`config.mk`:
```
export PLATFORM = sky130hd
export DESIGN_NAME = cpu_sequencer_flat
export DESIGN_NICKNAME = d
export VERILOG_FILES = /design/src/rtl/cpu_pkg.sv /design/src/rtl/cpu_sequencer_if.sv /design/src/rtl/cpu_branch_eval.sv /design/src/rtl/cpu_sequencer.sv /design/src/flat_wrapper.sv
export SDC_FILE = /design/constraint.sdc
export NUM_CORES = 1
export LEC_CHECK = 0
export BUFFER_PORTS_ARGS = -buffer_cell sky130_fd_sc_hd__buf_4
export CORE_ASPECT_RATIO = 1.4
export CORE_MARGIN = 2
export CORE_UTILIZATION = 35
export CTS_BUF_LIST = sky130_fd_sc_hd__clkbuf_8
export CTS_CLUSTER_SIZE = 30
export DETAILED_ROUTE_END_ITERATION = 6
export SYNTH_ARGS = -nofsm -noshare
export SYNTH_HDL_FRONTEND = slang
export SYNTH_SLANG_ARGS = --single-unit
```
`constraint.sdc`:
```
create_clock -name clk -period 1.5 [get_ports clk]
set_clock_uncertainty 0.05 [all_clocks]
set_input_delay 0.15 -clock clk [delete_from_list [all_inputs] [get_ports clk]]
set_output_delay 0.15 -clock clk [all_outputs]
set_load 0.05 [all_outputs]
```
`src/rtl/cpu_pkg.sv`:
```
// Shared constants for the 8-bit CPU control path: opcodes, datapath select
// codes, sequencer state encodings and condition-code bit positions.
package cpu_pkg;

    // Opcodes
    localparam logic [7:0] OP_BRA     = 8'h20;
    localparam logic [7:0] OP_BMI     = 8'h21;
    localparam logic [7:0] OP_BPL     = 8'h22;
    localparam logic [7:0] OP_BEQ     = 8'h23;
    localparam logic [7:0] OP_BNE     = 8'h24;
    localparam logic [7:0] OP_BVS     = 8'h25;
    localparam logic [7:0] OP_BCS     = 8'h26;
    localparam logic [7:0] OP_ADD     = 8'h42;
    localparam logic [7:0] OP_SUB     = 8'h43;
    localparam logic [7:0] OP_AND     = 8'h44;
    localparam logic [7:0] OP_OR      = 8'h45;
    localparam logic [7:0] OP_INCA    = 8'h46;
    localparam logic [7:0] OP_DECA    = 8'h48;
    localparam logic [7:0] OP_LDA_IMM = 8'h86;
    localparam logic [7:0] OP_LDA_DIR = 8'h87;
    localparam logic [7:0] OP_LDB_IMM = 8'h88;
    localparam logic [7:0] OP_LDB_DIR = 8'h89;
    localparam logic [7:0] OP_STA_DIR = 8'h96;
    localparam logic [7:0] OP_STB_DIR = 8'h97;

    // ALU operation select
    localparam logic [2:0] ALU_ADD  = 3'b000;
    localparam logic [2:0] ALU_SUB  = 3'b001;
    localparam logic [2:0] ALU_AND  = 3'b010;
    localparam logic [2:0] ALU_OR   = 3'b011;
    localparam logic [2:0] ALU_INCA = 3'b100;
    localparam logic [2:0] ALU_DECA = 3'b101;

    // FROM_MEMORY_BUS source select
    localparam logic [1:0] FROM_ALU   = 2'b00;
    localparam logic [1:0] FROM_TOBUS = 2'b01;
    localparam logic [1:0] FROM_MEM   = 2'b10;

    // TO_MEMORY_BUS source select
    localparam logic [1:0] TO_PC = 2'b00;
    localparam logic [1:0] TO_A  = 2'b01;
    localparam logic [1:0] TO_B  = 2'b10;

    // CCR bit positions
    localparam int unsigned CCR_N = 3;
    localparam int unsigned CCR_Z = 2;
    localparam int unsigned CCR_V = 1;
    localparam int unsigned CCR_C = 0;

    // Sequencer states. Operand-fetch states are shared by memory ops and
    // branches; the next state after them is steered by IR.
    localparam int unsigned ST_WIDTH = 5;
    localparam logic [ST_WIDTH-1:0] S_F0       = 5'd0;
    localparam logic [ST_WIDTH-1:0] S_F1       = 5'd1;
    localparam logic [ST_WIDTH-1:0] S_F2       = 5'd2;
    localparam logic [ST_WIDTH-1:0] S_D3       = 5'd3;
    localparam logic [ST_WIDTH-1:0] S_OPA      = 5'd4;   // MAR <= PC
    localparam logic [ST_WIDTH-1:0] S_OPB      = 5'd5;   // PC_INC (also branch not-taken)
    localparam logic [ST_WIDTH-1:0] S_LDA      = 5'd6;
    localparam logic [ST_WIDTH-1:0] S_LDB      = 5'd7;
    localparam logic [ST_WIDTH-1:0] S_DIR_MAR  = 5'd8;   // MAR <= operand address
    localparam logic [ST_WIDTH-1:0] S_DIR_WAIT = 5'd9;
    localparam logic [ST_WIDTH-1:0] S_STA      = 5'd10;
    localparam logic [ST_WIDTH-1:0] S_STB      = 5'd11;
    localparam logic [ST_WIDTH-1:0] S_ADD      = 5'd12;
    localparam logic [ST_WIDTH-1:0] S_SUB      = 5'd13;
    localparam logic [ST_WIDTH-1:0] S_AND      = 5'd14;
    localparam logic [ST_WIDTH-1:0] S_OR       = 5'd15;
    localparam logic [ST_WIDTH-1:0] S_INCA     = 5'd16;
    localparam logic [ST_WIDTH-1:0] S_DECA     = 5'd17;
    localparam logic [ST_WIDTH-1:0] S_BR_WAIT  = 5'd18;
    localparam logic [ST_WIDTH-1:0] S_BR_LOAD  = 5'd19;

    // True for BRA and all conditional branches (0x20..0x26)
    function automatic logic is_branch(input logic [7:0] ir);
        return (ir >= OP_BRA) && (ir <= OP_BCS);
    endfunction

endpackage

```
`src/rtl/cpu_sequencer_if.sv`:
```
// Control interface between the sequencer and the CPU data path.
interface cpu_sequencer_if;
    logic [7:0] IR;
    logic [3:0] CCR;
    logic       IR_LOAD;
    logic       MAR_LOAD;
    logic       PC_LOAD;
    logic       PC_INC;
    logic       A_LOAD;
    logic       B_LOAD;
    logic [2:0] ALU_SEL;
    logic       CCR_LOAD;
    logic [1:0] FROM_MEMORY_BUS_SEL;
    logic [1:0] TO_MEMORY_BUS_SEL;
    logic       write;

    modport master (
        input  IR, CCR,
        output IR_LOAD, MAR_LOAD, PC_LOAD, PC_INC, A_LOAD, B_LOAD, ALU_SEL, CCR_LOAD,
               FROM_MEMORY_BUS_SEL, TO_MEMORY_BUS_SEL, write
    );

    modport slave (
        output IR, CCR,
        input  IR_LOAD, MAR_LOAD, PC_LOAD, PC_INC, A_LOAD, B_LOAD, ALU_SEL, CCR_LOAD,
               FROM_MEMORY_BUS_SEL, TO_MEMORY_BUS_SEL, write
    );
endinterface

```
`src/rtl/cpu_branch_eval.sv`:
```
// Branch condition evaluator: decides whether the opcode in IR is a taken branch.
module cpu_branch_eval
    import cpu_pkg::*;
(
    input  logic [7:0] i_ir,
    input  logic [3:0] i_ccr,
    output logic       o_taken
);

    // Decode branch opcode against the condition codes; non-branches never taken
    always_comb begin
        o_taken = 1'b0;
        case (i_ir)
            OP_BRA:  o_taken = 1'b1;
            OP_BMI:  o_taken = i_ccr[CCR_N];
            OP_BPL:  o_taken = ~i_ccr[CCR_N];
            OP_BEQ:  o_taken = i_ccr[CCR_Z];
            OP_BNE:  o_taken = ~i_ccr[CCR_Z];
            OP_BVS:  o_taken = i_ccr[CCR_V];
            OP_BCS:  o_taken = i_ccr[CCR_C];
            default: o_taken = 1'b0;
        endcase
    end

endmodule

```
`src/rtl/cpu_sequencer.sv`:
```
// Moore fetch/decode/execute sequencer for the 8-bit CPU. Outputs depend on
// the state register only; IR and CCR steer the next state.
module cpu_sequencer
    import cpu_pkg::*;
#(
    parameter int unsigned STATE_W = 5
) (
    input  logic             clk,
    input  logic             reset,
    cpu_sequencer_if.master  ctrl
);

    logic [STATE_W-1:0] r_state;
    logic [STATE_W-1:0] w_state_next;
    logic               w_taken;

    logic       w_ir_load;
    logic       w_mar_load;
    logic       w_pc_load;
    logic       w_pc_inc;
    logic       w_a_load;
    logic       w_b_load;
    logic [2:0] w_alu_sel;
    logic       w_ccr_load;
    logic [1:0] w_from_sel;
    logic [1:0] w_to_sel;
    logic       w_write;

    cpu_branch_eval u_branch_eval (
        .i_ir    (ctrl.IR),
        .i_ccr   (ctrl.CCR),
        .o_taken (w_taken)
    );

    // State register; asynchronous reset aborts any instruction in flight
    always_ff @(posedge clk or negedge reset) begin
        if (!reset) begin
            r_state <= S_F0;
        end else begin
            r_state <= w_state_next;
        end
    end

    // Next-state: fetch, decode on IR/CCR, then walk the execute states
    always_comb begin
        w_state_next = S_F0;
        case (r_state)
            S_F0: w_state_next = S_F1;
            S_F1: w_state_next = S_F2;
            S_F2: w_state_next = S_D3;
            S_D3: begin
                case (ctrl.IR)
                    OP_LDA_IMM, OP_LDB_IMM, OP_LDA_DIR, OP_LDB_DIR,
                    OP_STA_DIR, OP_STB_DIR: w_state_next = S_OPA;
                    OP_ADD:  w_state_next = S_ADD;
                    OP_SUB:  w_state_next = S_SUB;
                    OP_AND:  w_state_next = S_AND;
                    OP_OR:   w_state_next = S_OR;
                    OP_INCA: w_state_next = S_INCA;
                    OP_DECA: w_state_next = S_DECA;
                    default: begin
                        // Not-taken branch goes straight to the PC_INC state
                        if (is_branch(ctrl.IR)) begin
                            w_state_next = w_taken ? S_OPA : S_OPB;
                        end else begin
                            w_state_next = S_F0;
                        end
                    end
                endcase
            end
            S_OPA: w_state_next = is_branch(ctrl.IR) ? S_BR_WAIT : S_OPB;
            S_OPB: begin
                case (ctrl.IR)
                    OP_LDA_IMM: w_state_next = S_LDA;
                    OP_LDB_IMM: w_state_next = S_LDB;
                    OP_LDA_DIR, OP_LDB_DIR,
                    OP_STA_DIR, OP_STB_DIR: w_state_next = S_DIR_MAR;
                    default: w_state_next = S_F0;
                endcase
            end
            S_DIR_MAR: begin
                case (ctrl.IR)
                    OP_STA_DIR: w_state_next = S_STA;
                    OP_STB_DIR: w_state_next = S_STB;
                    OP_LDA_DIR, OP_LDB_DIR: w_state_next = S_DIR_WAIT;
                    default: w_state_next = S_F0;
                endcase
            end
            S_DIR_WAIT: begin
                case (ctrl.IR)
                    OP_LDA_DIR: w_state_next = S_LDA;
                    OP_LDB_DIR: w_state_next = S_LDB;
                    default:    w_state_next = S_F0;
                endcase
            end
            S_BR_WAIT: w_state_next = S_BR_LOAD;
            default:   w_state_next = S_F0;
        endcase
    end

    // Control word decode from the state register alone
    always_comb begin
        w_ir_load  = 1'b0;
        w_mar_load = 1'b0;
        w_pc_load  = 1'b0;
        w_pc_inc   = 1'b0;
        w_a_load   = 1'b0;
        w_b_load   = 1'b0;
        w_alu_sel  = ALU_ADD;
        w_ccr_load = 1'b0;
        w_from_sel = FROM_ALU;
        w_to_sel   = TO_PC;
        w_write    = 1'b0;
        case (r_state)
            S_F0, S_OPA: begin
                w_mar_load = 1'b1;
                w_from_sel = FROM_TOBUS;
                w_to_sel   = TO_PC;
            end
            S_F1, S_OPB: w_pc_inc = 1'b1;
            S_F2: begin
                w_ir_load  = 1'b1;
                w_from_sel = FROM_MEM;
            end
            S_LDA: begin
                w_a_load   = 1'b1;
                w_from_sel = FROM_MEM;
            end
            S_LDB: begin
                w_b_load   = 1'b1;
                w_from_sel = FROM_MEM;
            end
            S_DIR_MAR: begin
                w_mar_load = 1'b1;
                w_from_sel = FROM_MEM;
            end
            S_STA: begin
                w_write  = 1'b1;
                w_to_sel = TO_A;
            end
            S_STB: begin
                w_write  = 1'b1;
                w_to_sel = TO_B;
            end
            S_ADD, S_SUB, S_AND, S_OR, S_INCA, S_DECA: begin
                w_a_load   = 1'b1;
                w_ccr_load = 1'b1;
                w_from_sel = FROM_ALU;
                case (r_state)
                    S_SUB:   w_alu_sel = ALU_SUB;
                    S_AND:   w_alu_sel = ALU_AND;
                    S_OR:    w_alu_sel = ALU_OR;
                    S_INCA:  w_alu_sel = ALU_INCA;
                    S_DECA:  w_alu_sel = ALU_DECA;
                    default: w_alu_sel = ALU_ADD;
                endcase
            end
            S_BR_LOAD: begin
                w_pc_load  = 1'b1;
                w_from_sel = FROM_MEM;
            end
            default: ;  // S_D3, S_DIR_WAIT, S_BR_WAIT and illegal codes: no strobes
        endcase
    end

    assign ctrl.IR_LOAD             = w_ir_load;
    assign ctrl.MAR_LOAD            = w_mar_load;
    assign ctrl.PC_LOAD             = w_pc_load;
    assign ctrl.PC_INC              = w_pc_inc;
    assign ctrl.A_LOAD              = w_a_load;
    assign ctrl.B_LOAD              = w_b_load;
    assign ctrl.ALU_SEL             = w_alu_sel;
    assign ctrl.CCR_LOAD            = w_ccr_load;
    assign ctrl.FROM_MEMORY_BUS_SEL = w_from_sel;
    assign ctrl.TO_MEMORY_BUS_SEL   = w_to_sel;
    assign ctrl.write               = w_write;

endmodule
```
`src/flat_wrapper.sv`:
```
// flat-port wrapper written by rule: the top's interface ports become plain ports
module cpu_sequencer_flat import cpu_pkg::*;
#(
    parameter int unsigned STATE_W = 5
)
  (clk, reset, ctrl_IR, ctrl_CCR, ctrl_IR_LOAD, ctrl_MAR_LOAD, ctrl_PC_LOAD, ctrl_PC_INC, ctrl_A_LOAD, ctrl_B_LOAD, ctrl_ALU_SEL, ctrl_CCR_LOAD, ctrl_FROM_MEMORY_BUS_SEL, ctrl_TO_MEMORY_BUS_SEL, ctrl_write);
  cpu_sequencer_if ctrl_i ();
  input  logic clk;
  input  logic reset;
  input wire logic [$bits(ctrl_i.IR)-1:0] ctrl_IR;
  input wire logic [$bits(ctrl_i.CCR)-1:0] ctrl_CCR;
  output wire logic [$bits(ctrl_i.IR_LOAD)-1:0] ctrl_IR_LOAD;
  output wire logic [$bits(ctrl_i.MAR_LOAD)-1:0] ctrl_MAR_LOAD;
  output wire logic [$bits(ctrl_i.PC_LOAD)-1:0] ctrl_PC_LOAD;
  output wire logic [$bits(ctrl_i.PC_INC)-1:0] ctrl_PC_INC;
  output wire logic [$bits(ctrl_i.A_LOAD)-1:0] ctrl_A_LOAD;
  output wire logic [$bits(ctrl_i.B_LOAD)-1:0] ctrl_B_LOAD;
  output wire logic [$bits(ctrl_i.ALU_SEL)-1:0] ctrl_ALU_SEL;
  output wire logic [$bits(ctrl_i.CCR_LOAD)-1:0] ctrl_CCR_LOAD;
  output wire logic [$bits(ctrl_i.FROM_MEMORY_BUS_SEL)-1:0] ctrl_FROM_MEMORY_BUS_SEL;
  output wire logic [$bits(ctrl_i.TO_MEMORY_BUS_SEL)-1:0] ctrl_TO_MEMORY_BUS_SEL;
  output wire logic [$bits(ctrl_i.write)-1:0] ctrl_write;
  assign ctrl_i.IR = ctrl_IR;
  assign ctrl_i.CCR = ctrl_CCR;
  assign ctrl_IR_LOAD = ctrl_i.IR_LOAD;
  assign ctrl_MAR_LOAD = ctrl_i.MAR_LOAD;
  assign ctrl_PC_LOAD = ctrl_i.PC_LOAD;
  assign ctrl_PC_INC = ctrl_i.PC_INC;
  assign ctrl_A_LOAD = ctrl_i.A_LOAD;
  assign ctrl_B_LOAD = ctrl_i.B_LOAD;
  assign ctrl_ALU_SEL = ctrl_i.ALU_SEL;
  assign ctrl_CCR_LOAD = ctrl_i.CCR_LOAD;
  assign ctrl_FROM_MEMORY_BUS_SEL = ctrl_i.FROM_MEMORY_BUS_SEL;
  assign ctrl_TO_MEMORY_BUS_SEL = ctrl_i.TO_MEMORY_BUS_SEL;
  assign ctrl_write = ctrl_i.write;
  cpu_sequencer #(.STATE_W(STATE_W)) u_core (.clk(clk), .reset(reset), .ctrl(ctrl_i));
endmodule
```
==> results.md <==
* Outcome: finished, violations left
* Failing checks: negative setup slack
* GRT Overall Usage at 0.251
* 1st-iter DRT viols at 20
* # nets final at 189
* Clock transition at path regs at 0.04 ns
* Post-synthesis net count at 121
* Yosys reg bits at 5
* Placed cell count at 181
* Synth Instances at 107
* EDFF count, synth at 0
* Netlist cell types at 45
* Worst slew pin tran at 0.422 ns
* Hold path cells at 3
* Most frequent cells in the layout: 44 x buf_4, 23 x buf_6, 7 x nand2_1
* Root buffer cell: clkbuf_8
* Area grow syn2layout at 113%
* Static leakage at 0.666 nW
* ANT cells at 0
* Routed WL per cell at 15.9 µm
* Chip Height at 59.4 µm
* Max Cap Viol at 0
* Final setup margin at -0.219 ns
* Final setup fails at 15
* Critical path arrival at 1.52 ns
* Min-delay worst type: in2reg
* Total core area at 2130 µm²
* Final period util at 1.15
* Largest net degree at the start of global routing at 10
* Pwr dens at 1190 nW/µm²
* Initial antenna violation count at 0
* GR met1 Demand/Resource at 0.223
* # rows at 20
* Final HPWL DP at 2280 µm
* DIE WIDTH at 43.6 µm
* Slowest cell on the critical path: dfrtp_2
* Tmin final at 1.72 ns
* Compound-Gate Fraction of Synth Area at 0.270
* CP Launch Type: flip-flop
* Met2 Usage GRT at 0.498
* Hold EP: u_core.r_state[3]
* Slew HR at 0.716
* Worst Path Buf+Inv at 3
* Final Max Slew Viols at 0
* Placed inst area at 1340 µm²
* Non-filler instance count after layout at 196
* Critical path fanouts, max at 4
* R2R setup slack at -0.20 ns
* Hold Startpoint: ctrl_IR[3]
* Biggest registers after layout: u_core.r_state: 5 flops
* WP depth at 6
* Die ar. at 2590 µm²
* Share of cells above drive strength 1 at 0.626
* GRT busiest layer: met2
* Clock latency on the worst-skew pair at 0.23 ns
* Initial core utilization at 0.361
* CTS tree: yes
* Crit path largest cell delay at 0.43 ns
* Synthesized area at 768 µm²
* Main flop type after synthesis: dfrtp_1
* CP most frequent cell: buf_6
* Async S/R FF share, synth at 1.00
* Largest family of logic cells by synthesized area: simple AND/OR/NAND/NOR gates
* Vias per cell at 5.72
* # IOs at 29
* Commonest non-fill, non-tap cell in the layout: buf_4
* Max reg flops at 5
* TritonCTS Buffers at 3
* CP Cell Sequence: buf_6 -> nor2_4 -> nand2_4 -> buf_4 -> o22ai_2 -> buf_6
* Residual DRC at 0
* GRT overflow at 0
* Number of global-route vias before repair at 1089
* First-pass GRT wire length at 4730 µm
* CTS Sinks at 5
* Critical Path End Type: output port
* Final Hold Fails at 0
* Final ANT Viol Nets at 0
* Area share of fa/ha/maj cells after synthesis at 0
* Ys Warns at 0
* Max Fclk at 0.582 GHz
* Reg-to-Reg End: u_core.r_state[0]
* Vias at 1122
* Register-to-Register Path Depth at 7
* Fin area at 1640 µm²
* GR Layer Usage met3 at 0.0274
* Deepest clock path buffer count at 2
* Synth Area in Simple Gates at 0.471
* RD Place Congestion at 0.942
* Synth Area in XOR/XNOR at 0.0114
* VDD IR-drop max at 628 µV
* CTS H-Tree Depth at 1
* Setup CP Type: reg2out
* Input/output buffers at 28
* 1st-pass router iterations at 4
* Unrepaired setup endpoints after global routing: yes
* Post-synthesis mux area share at 0.0130
* Biggest register: u_core.r_state
* Worst Path Required at 1.30 ns
* Sequential area share after synthesis at 0.163
* Avg Cell Area, Syn at 7.18 µm²
* Total Routed Length at 3110 µm
* RR Startpoint: u_core.r_state[2]
* Top cell family by delay on the critical path: buffers and inverters
## metal layers
metal / up-vias / part of all wire
li1: 539 / -
met1: 529 / 0.32
met2: 44 / 0.62
met3: 10 / 0.035
met4: 0 / 0.030
met5: - / 0
## cell type report
class	instances	area, µm²
clock buffer	3	41.3
clock inverter	1	5.00
fill	152	489
inverter	3	11.3
multi-input combinational	91	778
sequential	5	130
tap	22	27.5
timing repair buffer	71	644
## what timing repair did
action,CTS,global route
gates resized for setup,34,13
hold buffers,1,0
buffers inserted,8,6
setup endpoints to repair,19,20
pin swaps,11,8
endpoints found under the hold margin,5,0
## worst register-to-register path, delay by kind of cell, from the launching register on
| kind | cells | cell delay (ns) |
|---|---|---|
| simple gates | 2 | 0.45 |
| buf+inv | 3 | 0.41 |
| flops | 1 | 0.41 |
| compound gates | 2 | 0.26 |
## worst max path at each step
stage                      start                           to  slack [ns]
2_1_floorplan  u_core.r_state[0]                 ctrl_IR_LOAD       -0.19
3_3_place_gp   u_core.r_state[3]            u_core.r_state[4]       -0.22
3_5_place_dp   u_core.r_state[3]            u_core.r_state[4]       -0.24
4_1_cts        u_core.r_state[3]            u_core.r_state[4]       -0.21
5_1_grt        u_core.r_state[3]            u_core.r_state[4]       -0.27
6_report       u_core.r_state[3]  ctrl_FROM_MEMORY_BUS_SEL[1]       -0.22
## power breakdown
| part | switching [mW] | internal (mW) |
|---|---|---|
| Sequential | 0.0478 | 0.169 |
| Combinational | 0.782 | 0.682 |
| Clock | 0.0824 | 0.180 |
| Total | 0.912 | 1.03 |
## synthesized netlist by cell type, types with 2 or more instances
library cell,n,share of area
nor2_1,12,0.059
nand2_1,10,0.049
nor3_1,7,0.046
nand2b_1,6,0.049
buf_2,5,0.033
dfrtp_1,5,0.16
nand3_1,4,0.026
nor4_1,4,0.033
o21ai_0,4,0.026
a21oi_1,3,0.020
a22oi_1,3,0.029
inv_1,3,0.015
a32oi_1,2,0.023
and3_1,2,0.016
clkbuf_1,2,0.0098
nand3b_1,2,0.020
nor2b_1,2,0.016
nor3b_1,2,0.020
o22ai_1,2,0.016
or3b_2,2,0.023
## metrics by stage
stage | hold WS [ns] | power, mW | util | TNS (ns) | setup WS [ns]
floorplan | -0.196 | 0.987 | - | -0.781 | -0.192
global placement | -0.0939 | 1.43 | 0.629 | -0.694 | -0.225
detailed placement | -0.0958 | 1.43 | 0.629 | -0.863 | -0.243
CTS | 0.209 | 1.90 | 0.739 | -1.74 | -0.209
global route | 0.230 | 2.04 | 0.770 | -2.66 | -0.273
finish | 0.211 | 1.94 | 0.770 | -1.82 | -0.219
## cell families after synthesis
family | Yosys count
AO/OA/AOI/OAI | 26
XOR/XNOR | 1
AND/OR/NAND/NOR | 63
flip-flops | 5
multiplexers | 1
buffers and inverters | 11
Power figures use the tool's default switching activity.
